**config.mk**
```make
export PLATFORM = sky130hd
export DESIGN_NAME = bcd_time_counter
export DESIGN_NICKNAME = d
export VERILOG_FILES = /design/src/rtl/bcd_time_pkg.sv /design/src/rtl/bcd_time_counter_digit.sv /design/src/rtl/bcd_time_counter.sv
export SDC_FILE = /design/constraint.sdc
export NUM_CORES = 1
export LEC_CHECK = 0
export CORE_ASPECT_RATIO = 1.25
export CORE_MARGIN = 5
export CORE_UTILIZATION = 52
export DETAILED_ROUTE_END_ITERATION = 8
export PLACE_DENSITY = 0.81
export SYNTH_ARGS = -nofsm -noshare
export SYNTH_HDL_FRONTEND = slang
export SYNTH_SLANG_ARGS = --single-unit
export TNS_END_PERCENT = 30
```
**constraint.sdc**
```tcl
create_clock -name clk -period 2.99 [get_ports clk]
set_clock_uncertainty 0.15 [all_clocks]
set_input_delay 0.4485 -clock clk [delete_from_list [all_inputs] [get_ports clk]]
set_output_delay 0.4485 -clock clk [all_outputs]
set_load 0.01 [all_outputs]
```
**src/rtl/bcd_time_pkg.sv**
```systemverilog
// Shared constants and the load-validity rule for the BCD time-of-day counter.
package bcd_time_pkg;

    localparam logic [1:0] MODE_UP   = 2'b00;
    localparam logic [1:0] MODE_LOAD = 2'b01;
    localparam logic [1:0] MODE_DOWN = 2'b10;
    localparam logic [1:0] MODE_HOLD = 2'b11;

    localparam int unsigned BASE_TW = 20;
    localparam int unsigned FRAC_TW = 8;
    localparam int unsigned MAX_TW  = BASE_TW + FRAC_TW;

    localparam int unsigned FRAC_W = 4;
    localparam int unsigned S_W    = 4;
    localparam int unsigned S10_W  = 3;
    localparam int unsigned M_W    = 4;
    localparam int unsigned M10_W  = 3;
    localparam int unsigned H_W    = 4;
    localparam int unsigned H10_W  = 2;

    // Offsets of the hh:mm:ss fields, relative to the LSB of the seconds digit.
    localparam int unsigned S_OFF   = 0;
    localparam int unsigned S10_OFF = 4;
    localparam int unsigned M_OFF   = 7;
    localparam int unsigned M10_OFF = 11;
    localparam int unsigned H_OFF   = 14;
    localparam int unsigned H10_OFF = 18;

    localparam int unsigned FRAC_OFF   = 0;
    localparam int unsigned FRAC10_OFF = 4;

    localparam int unsigned DIGIT_MAX_9 = 9;
    localparam int unsigned DIGIT_MAX_5 = 5;

    function automatic logic load_valid(input logic [MAX_TW-1:0] tv,
                                        input int unsigned       wrap_hours,
                                        input logic              frac_en);
        logic [BASE_TW-1:0] t;
        logic               ok;
        t  = frac_en ? tv[MAX_TW-1:FRAC_TW] : tv[BASE_TW-1:0];
        ok = (t[S_OFF   +: S_W]   <= 4'(DIGIT_MAX_9)) &&
             (t[S10_OFF +: S10_W] <= 3'(DIGIT_MAX_5)) &&
             (t[M_OFF   +: M_W]   <= 4'(DIGIT_MAX_9)) &&
             (t[M10_OFF +: M10_W] <= 3'(DIGIT_MAX_5)) &&
             (t[H_OFF   +: H_W]   <= 4'(DIGIT_MAX_9)) &&
             ((32'(t[H10_OFF +: H10_W]) * 32'd10 + 32'(t[H_OFF +: H_W])) < wrap_hours);
        if (frac_en) begin
            ok = ok && (tv[FRAC10_OFF +: FRAC_W] <= 4'(DIGIT_MAX_9)) &&
                       (tv[FRAC_OFF   +: FRAC_W] <= 4'(DIGIT_MAX_9));
        end
        return ok;
    endfunction

endpackage

```
**src/rtl/bcd_time_counter_digit.sv**
```systemverilog
// Single BCD digit 0..MAX with wrap, load and combinational carry/borrow out.
module bcd_digit #(
    parameter int unsigned MAX = 9,
    parameter int unsigned W   = 4
) (
    input  logic         i_clk,
    input  logic         i_rst,
    input  logic         i_inc,
    input  logic         i_dec,
    input  logic         i_clr,
    input  logic         i_load,
    input  logic [W-1:0] i_ld_val,
    output logic [W-1:0] o_q,
    output logic         o_carry_c
);

    localparam logic [W-1:0] MAX_V = W'(MAX);

    logic [W-1:0] r_q;

    assign o_carry_c = (i_inc && (r_q == MAX_V)) || (i_dec && (r_q == '0));
    assign o_q       = r_q;

    always_ff @(posedge i_clk or posedge i_rst) begin
        if (i_rst) begin
            r_q <= '0;
        end else if (i_clr) begin
            r_q <= '0;
        end else if (i_load) begin
            r_q <= i_ld_val;
        end else if (i_inc) begin
            r_q <= (r_q == MAX_V) ? '0 : r_q + W'(1);
        end else if (i_dec) begin
            r_q <= (r_q == '0) ? MAX_V : r_q - W'(1);
        end
    end

endmodule

```
**src/rtl/bcd_time_counter.sv**
```systemverilog
// BCD hh:mm:ss(.cc) counter: up/down counting, validated load, rollover and expiry flags.
module bcd_time_counter
    import bcd_time_pkg::*;
#(
    parameter int unsigned WRAP_HOURS = 12,
    parameter int unsigned FRAC_EN    = 0,
    parameter int unsigned TW         = BASE_TW + FRAC_TW * FRAC_EN
) (
    input  logic          clk,
    input  logic          rst,
    input  logic          tick,
    input  logic [1:0]    mode,
    input  logic [TW-1:0] load_value,
    output logic [TW-1:0] present_time,
    output logic          rollover,
    output logic          expired,
    output logic          load_err
);

    localparam int unsigned        FB      = FRAC_TW * FRAC_EN;
    localparam logic [H10_W-1:0]   H10_TOP = H10_W'((WRAP_HOURS - 1) / 10);
    localparam logic [H_W-1:0]     H_TOP   = H_W'((WRAP_HOURS - 1) % 10);

    logic              w_up_tick;
    logic              w_down_en;
    logic              w_valid;
    logic              w_load_ok;
    logic              w_all_zero;
    logic              w_is_one;
    logic              w_hr_max;
    logic              w_sec_en;
    logic [S_W-1:0]    w_s_q;
    logic [S10_W-1:0]  w_s10_q;
    logic [M_W-1:0]    w_m_q;
    logic [M10_W-1:0]  w_m10_q;
    logic              w_s_co;
    logic              w_s10_co;
    logic              w_m_co;
    logic              w_m10_co;

    logic [H10_W-1:0]  r_h10;
    logic [H_W-1:0]    r_h;
    logic              r_rollover;
    logic              r_expired;
    logic              r_load_err;

    assign w_valid    = load_valid(MAX_TW'(load_value), WRAP_HOURS, FRAC_EN != 0);
    assign w_load_ok  = (mode == MODE_LOAD) && w_valid;
    assign w_all_zero = (present_time == '0);
    assign w_is_one   = (present_time == TW'(1));
    assign w_hr_max   = (r_h10 == H10_TOP) && (r_h == H_TOP);
    assign w_up_tick  = tick && (mode == MODE_UP);
    // Counting down stops at zero; it never wraps below.
    assign w_down_en  = tick && (mode == MODE_DOWN) && !w_all_zero;

    generate
        if (FRAC_EN != 0) begin : g_frac
            logic [FRAC_W-1:0] w_f0_q;
            logic [FRAC_W-1:0] w_f1_q;
            logic              w_f0_co;
            logic              w_f1_co;

            bcd_digit #(.MAX(DIGIT_MAX_9), .W(FRAC_W)) u_f0 (
                .i_clk(clk), .i_rst(rst),
                .i_inc(w_up_tick), .i_dec(w_down_en), .i_clr(1'b0), .i_load(w_load_ok),
                .i_ld_val(load_value[FRAC_OFF +: FRAC_W]),
                .o_q(w_f0_q), .o_carry_c(w_f0_co)
            );
            bcd_digit #(.MAX(DIGIT_MAX_9), .W(FRAC_W)) u_f1 (
                .i_clk(clk), .i_rst(rst),
                .i_inc(w_up_tick && w_f0_co), .i_dec(w_down_en && w_f0_co), .i_clr(1'b0),
                .i_load(w_load_ok), .i_ld_val(load_value[FRAC10_OFF +: FRAC_W]),
                .o_q(w_f1_q), .o_carry_c(w_f1_co)
            );

            assign w_sec_en     = w_f1_co;
            assign present_time = TW'({r_h10, r_h, w_m10_q, w_m_q, w_s10_q, w_s_q, w_f1_q, w_f0_q});
        end else begin : g_nofrac
            assign w_sec_en     = 1'b1;
            assign present_time = TW'({r_h10, r_h, w_m10_q, w_m_q, w_s10_q, w_s_q});
        end
    endgenerate

    bcd_digit #(.MAX(DIGIT_MAX_9), .W(S_W)) u_s (
        .i_clk(clk), .i_rst(rst),
        .i_inc(w_up_tick && w_sec_en), .i_dec(w_down_en && w_sec_en), .i_clr(1'b0),
        .i_load(w_load_ok), .i_ld_val(load_value[FB + S_OFF +: S_W]),
        .o_q(w_s_q), .o_carry_c(w_s_co)
    );
    bcd_digit #(.MAX(DIGIT_MAX_5), .W(S10_W)) u_s10 (
        .i_clk(clk), .i_rst(rst),
        .i_inc(w_up_tick && w_s_co), .i_dec(w_down_en && w_s_co), .i_clr(1'b0),
        .i_load(w_load_ok), .i_ld_val(load_value[FB + S10_OFF +: S10_W]),
        .o_q(w_s10_q), .o_carry_c(w_s10_co)
    );
    bcd_digit #(.MAX(DIGIT_MAX_9), .W(M_W)) u_m (
        .i_clk(clk), .i_rst(rst),
        .i_inc(w_up_tick && w_s10_co), .i_dec(w_down_en && w_s10_co), .i_clr(1'b0),
        .i_load(w_load_ok), .i_ld_val(load_value[FB + M_OFF +: M_W]),
        .o_q(w_m_q), .o_carry_c(w_m_co)
    );
    bcd_digit #(.MAX(DIGIT_MAX_5), .W(M10_W)) u_m10 (
        .i_clk(clk), .i_rst(rst),
        .i_inc(w_up_tick && w_m_co), .i_dec(w_down_en && w_m_co), .i_clr(1'b0),
        .i_load(w_load_ok), .i_ld_val(load_value[FB + M10_OFF +: M10_W]),
        .o_q(w_m10_q), .o_carry_c(w_m10_co)
    );

    // Hour pair wraps at WRAP_HOURS-1, so it is kept here rather than as two digits.
    always_ff @(posedge clk or posedge rst) begin
        if (rst) begin
            r_h10 <= '0;
            r_h   <= '0;
        end else if (w_load_ok) begin
            r_h10 <= load_value[FB + H10_OFF +: H10_W];
            r_h   <= load_value[FB + H_OFF +: H_W];
        end else if (w_up_tick && w_m10_co) begin
            if (w_hr_max) begin
                r_h10 <= '0;
                r_h   <= '0;
            end else if (r_h == 4'd9) begin
                r_h10 <= r_h10 + 2'd1;
                r_h   <= '0;
            end else begin
                r_h   <= r_h + 4'd1;
            end
        end else if (w_down_en && w_m10_co) begin
            if (r_h == '0) begin
                r_h10 <= r_h10 - 2'd1;
                r_h   <= 4'd9;
            end else begin
                r_h   <= r_h - 4'd1;
            end
        end
    end

    always_ff @(posedge clk or posedge rst) begin
        if (rst) begin
            r_rollover <= 1'b0;
            r_expired  <= 1'b0;
            r_load_err <= 1'b0;
        end else begin
            r_rollover <= w_up_tick && w_m10_co && w_hr_max;
            r_load_err <= (mode == MODE_LOAD) && !w_valid;
            case (mode)
                MODE_LOAD: if (w_valid) r_expired <= 1'b0;
                MODE_UP:   r_expired <= 1'b0;
                MODE_DOWN: if (tick && (w_all_zero || w_is_one)) r_expired <= 1'b1;
                MODE_HOLD: r_expired <= r_expired;
            endcase
        end
    end

    assign rollover = r_rollover;
    assign expired  = r_expired;
    assign load_err = r_load_err;

endmodule

```
==> results of run 1 <==
-- per-layer routing --
metal | track usage [%] | part of all wire, %
met5 | 0 | 0
met4 | 7.80 | 2.0
met3 | 2.30 | 4.5
met2 | 37.2 | 50
met1 | 29.3 | 43
-- logic make-up (layout without fill, tap and decap cells) --
logic type | Yosys count | after routing | synth area share, %
mux | 3 | 3 | 1.34
xor+xnor | 7 | 7 | 2.74
flops | 23 | 23 | 25.7
simple gates | 104 | 104 | 27.3
compound gates | 89 | 89 | 29.6
fa+ha+maj | 11 | 11 | 6.48
buf+inv | 34 | 82 | 6.82
-- cells in the final DEF (no fill, tap or decap), types with 7 or more instances in the layout --
cell / n
a21oi_1: 11
buf_4: 13
clkdlybuf4s50_1: 47
dfrtp_1: 23
ha_1: 10
inv_1: 18
nand2_1: 21
nand3_1: 12
nor2_1: 15
nor3_1: 7
o21ai_0: 19
xnor2_1: 7
-- how the worst max path moves through the flow --
stage | from | depth (start not counted) | slack [ns] | to
after floorplan | load_value[18] | 10 | 0.38 | r_h[1]$_DFFE_PP0P_
after global placement | load_value[18] | 9 | -0.04 | r_h[3]$_DFFE_PP0P_
after detailed placement | load_value[18] | 9 | -0.1 | u_s10.o_q[0]$_DFFE_PP0P_
after CTS | load_value[18] | 9 | 0.18 | u_s10.o_q[0]$_DFFE_PP0P_
after global routing | r_h[0]$_DFFE_PP0P_ | 8 | 0.02 | r_h10[0]$_DFFE_PP0P_
final | load_value[18] | 9 | 0.16 | u_s10.o_q[0]$_DFFE_PP0P_
-- report_power, final --
part / switching (µW) / leakage (µW) / internal (µW) / total (µW)
clock network: 111 / 0.0000228 / 95.5 / 206
registers: 219 / 0.000287 / 418 / 637
logic: 528 / 0.000773 / 565 / 1090
-- registers in the layout, summed over array words and instances (netlist names) --
name / cells
r_h: 4
u_m.o_q: 4
u_s.o_q: 4
u_m10.o_q: 3
u_s10.o_q: 3
r_h10: 2
expired: 1
load_err: 1
rollover: 1
-- layout make-up --
class / instances / share of cell area [%]
Multi-Input combinational cell: 214 / 53.5
Sequential cell: 23 / 20.2
Timing Repair Buffer: 60 / 19.9
Tap cell: 56 / 2.46
Inverter: 18 / 2.37
Clock buffer: 4 / 1.58
-- stage by stage --
step	setup TNS, ns	std cells	total power [µW]	cell area (µm²)	worst slack [ns]
final	0	375	1940	2850	0.159
after global placement	-0.0933	371	1690	2810	-0.0393
after CTS	0	375	1940	2850	0.178
after global routing	0	375	2100	2850	0.0153
after detailed placement	-0.401	371	1720	2810	-0.0983
after floorplan	0	271	1310	2240	0.376
-- worst register-to-register path, stage by stage (launching register included) --
cell and delay, ns:
dfrtp_1 0.45, inv_1 0.19, ha_1 0.24, or3b_1 0.47
nor2_1 0.24, a41oi_4 0.21, or2_1 0.31, a21boi_0 0.15
a221o_1 0.29
==> results.md, run 1 <==
- Status: finished, final reports clean
- Average size of a mapped cell: 8.26 µm²
- Reg clk slew, reported paths: about 0.09 ns
- Largest net degree at the start of global routing: 24
- # rows: 26
- Routability-driven placement congestion ratio: a little under 0.9
- DR vias/cell: 6.09
- Buf+Inv Stages, Crit Path: 2
- Post-route ant nets: 0
- Leak: 0.00108 µW
- Maximum clock frequency: 353 MHz
- Startpoint types: primary input
- Post-cts sizing count: 0
- Max stage delay on crit path: 0.47 ns
- Die width: 68.7 µm
- Worst Setup End Kind: flip-flop
- WP data arrival: 2.84 ns
- Post-synth net total: 307
- First-pass GRT wire length: 10,300 µm
- Maxcap violations: 0
- R2r startpoint: r_h[0]$_DFFE_PP0P_
- Die Y-Extent: 83.4 µm
- Share of layout cells above drive strength 1: 12.5%
- Cell taking the most area after synthesis: dfrtp_1
- FF-to-FF End: u_s.o_q[3]$_DFFE_PP0P_
- Worst-Margin Slew: 0.611 ns
- Total CTS buffers: 3
- Clock Sinks: 23
- Initial antenna violation count: 0
- N_diodes: 0
- Via count: roughly 2,300
- Ranking of synthesized cells by area: dfrtp_1, ha_1, o21ai_0
- Initial Util: between 50% and 60%
- TritonCTS clock tree: built
- YS warnings: 0
- Clk Latency, worst-skew pair: 0.27 ns
- Core Region: 4130 µm²
- Area Overhead vs Synth: 27.3%
- Multi-input combinational cell area: 1520 µm²
- CTS root buffer: clkbuf_8
- Max Root-Sink Buffers: 2
- Full die area: 5730 µm²
- Data required, critical path: 3.00 ns
- Worst R2R Setup Slack: 0.17 ns
- Synth Instances: 271
- Post-route minimum period: 2.83 ns
- EDFF count, synth: 0
- DR WL/cell: 16.3 µm
- Synth Register Bits: 23
- Top FF cell, synth: dfrtp_1
- CP delay by family, top: compound AO/OA/AOI/OAI gates
- 1st-iter DRT viols: 195
- Post-DP HPWL: 4680 µm
- Max VDD drop: 0.000435 V
- Final Hold Vio Count: 0
- Vias in the first global route: 2,205
- Fin crit share: a little over nine tenths
- Critical Path, Cell by Cell: clkdlybuf4s50_1, and2_1, fa_1, xnor2_1, o21ai_0, a2111oi_4, buf_4, nor2b_1, a221o_1
- Slew Limit Fails: 0
- Post-Route WL: 6130 µm
- Top-count cell post-synth: dfrtp_1
- First-pass DRT Iterations: 4
- Crit-path max FO: 10
- Post-synth ARST share: 100%
- Endpoints failing setup: 0
- FILL cells: 366
- Register area: 576 µm²
- # DRC: 0
- Cts hold-fix bufs: 0
- GRT Util Overall: 22.4%
- GR Overflow Total: 0
- I/O pin cnt: 48
- Slew headroom: 58.9%
- Final Core Density: 69.0%
- Cell Area, Synth: 2240 µm²
- RSZ-0062 raised after global routing: no
- Post-synthesis sequential area ratio: about 26%
- Nets: between 300 and 400
- Worst path slowest cell: a2111oi_4
- PD cells: a little under 700 nW/µm²
- Postcts setup bufs: 0
- Cells on worst reg2reg path: 8
- H-tree depth: 1
- Netlist cell types: just under 70
- Synth top cells by count: dfrtp_1, nand2_1, o21ai_0
- # port buffers: 47
- Worst Hold Class: in2async
- Area fraction of the dominant cell type after synthesis: about a quarter
- Crit Path Class: in2reg
- Final hold slack: 0.368 ns
(Power assumes the default switching activity.)
==> inputs of run 2 (changes only) <==
SLEW_MARGIN = 0   (was default)
==> results of run 2 <==
No change in the layout: final DEF, timing and power equal those of run 1.
==> inputs of run 3 (changes only) <==
CORE_UTILIZATION = 45   (was 52)
PLACE_DENSITY = 0.72   (was 0.81)
==> results.md, run 3 (synthesis gave the netlist of run 1 again) <==
- Status: finished, final reports clean
- Most used cells in the layout excluding fill and tap cells: clkdlybuf4s50_1, dfrtp_1, nand2_1
- Post-route minimum period: 2.83 ns
- Maxcap violations: 0
- 1st-iter DRT viols: 175
- First-pass DRT Iterations: 4
- Crit-path max FO: 9
- Leak: 0.00109 µW
- Full die area: 6500 µm²
- First-pass GRT wire length: 10,100 µm
- Clock power share: 10.6%
- Total CTS buffers: 3
- Maximum clock frequency: approximately 350 MHz
- Worst Hold Class: in2async
- Reg clk slew, reported paths: about 0.09 ns
- Die Y-Extent: 88.9 µm
- Vias in the first global route: about 2,100
- Worst-Margin Slew: 0.626 ns
- Die width: 73.1 µm
- Final Hold Vio Count: 0
- Fin area: 2870 µm²
- Routability-driven placement congestion ratio: 0.875
- # DRC: 0
- DR WL/cell: 16.0 µm
- Nets: 358
- N_diodes: 0
- Total Neg Setup Slack: 0 ns
- Power Internal: 1070 µW
- Post-Route WL: 6090 µm
- Most common cell after layout, fill and taps aside: clkdlybuf4s50_1
- PD cells: 666 nW/µm²
- GRT Util Overall: between 10% and 20%
- Worst Setup End Kind: flip-flop
- Final hold slack: 0.384 ns
- Endpoints failing setup: 0
- I/O pin cnt: 48
- DR vias/cell: 5.87
- Initial antenna violation count: 0
- Post-route ant nets: 0
- Share of power burned in registers: 33.9%
- Net switching power: 840 µW
- Postcts setup bufs: 0
- TritonCTS clock tree: built
- Largest net degree at the start of global routing: 24
- # rows: 28
- H-tree depth: 1
- Placed cell areas: approximately 2800 µm²
- Cells on worst reg2reg path: 8
- Max Root-Sink Buffers: 2
- Fin crit share: 94.7%
- Slew headroom: 57.9%
- Cts hold-fix bufs: 0
- GR Overflow Total: 0
- Sw Ratio: between 40 and 50%
- Clock Sinks: 23
- Post-DP HPWL: 4720 µm
- Initial Util: 46.7%
- Area Overhead vs Synth: 28.2%
- Share of layout cells above drive strength 1: 13.1%
- Core Region: 4800 µm²
- RSZ-0062 raised after global routing: no
- # port buffers: 47
- Post-cts sizing count: 0
- Slew Limit Fails: 0
- Data required, critical path: 2.99 ns
- Startpoint types: primary input
- WP data arrival: 2.84 ns
- CTS root buffer: clkbuf_8
- Crit Path Class: in2reg
- Via count: between 2,000 and 2,500
- Max VDD drop: 0.000323 V
- Combinational group share of total power: 55.5%
- Clk Latency, worst-skew pair: 0.27 ns
==> run 3: cell count changes in the layout (fill, tap and decap cells not counted), sizes merged <==
cell	before	now
buf	13	15
==> run 3: routing by layer <==
layer  track usage [%]  vias up  share of wire (%)
met3              2.39        9                3.9
met5                 0        -                  0
met4              6.38        0                1.8
met2              35.7       46                 53
li1                  -     1116                  -
met1              23.8     1064                 41
==> run 3: metrics by stage <==
stage,utilization (%),power (µW),worst slack [ns],std cells
floorplan,-,1310,0.376,271
CTS,59.8,1920,0.131,381
global placement,58.9,1690,-0.0552,377
global route,59.8,2070,0.0492,381
finish,59.8,1910,0.157,381
detailed placement,58.9,1710,-0.125,377
==> run 3: path summary, 6_finish.rpt <==
check                      slack (ns)                start                  endpoint
max in group asynchronous        2.06                  rst  u_m10.o_q[2]$_DFFE_PP0P_
setup / recovery                 0.16       load_value[19]  u_s10.o_q[0]$_DFFE_PP0P_
hold / removal                   0.38                  rst    u_m.o_q[2]$_DFFE_PP0P_
hold reg to reg                  0.43  expired$_DFFE_PP0P_       expired$_DFFE_PP0P_
setup reg to reg                 0.28   r_h[0]$_DFFE_PP0P_      r_h10[0]$_DFFE_PP0P_
min in group clk                 0.43  expired$_DFFE_PP0P_       expired$_DFFE_PP0P_
==> run 3: power groups by stage <==
| stage | Clock [µW] | Combinational, µW | Sequential [µW] |
|---|---|---|---|
| 5_1_grt | 221 | 1170 | 683 |
| 6_report | 202 | 1060 | 649 |
| 3_3_place_gp | 0 | 1040 | 648 |
| 4_1_cts | 207 | 1070 | 647 |
| 2_1_floorplan | 0 | 730 | 584 |
| 3_5_place_dp | 0 | 1060 | 651 |
==> run 3: area by class of cell <==
cell class	instances	area (µm²)
inverters	18	67.6
multi-input cells	214	1520
flip-flops and latches	23	576
repair buffers	62	583
fillers	456	1930
well taps	60	75.1
clock buffers	4	45.0
==> run 3: critical path: stages <==
cell and delay (ns):
clkdlybuf4s50_1 0.55, ha_1 0.26, a31o_2 0.26, a21o_1 0.22, a2111oi_4 0.47, buf_4 0.24, nor2b_1 0.08, a221o_1 0.30
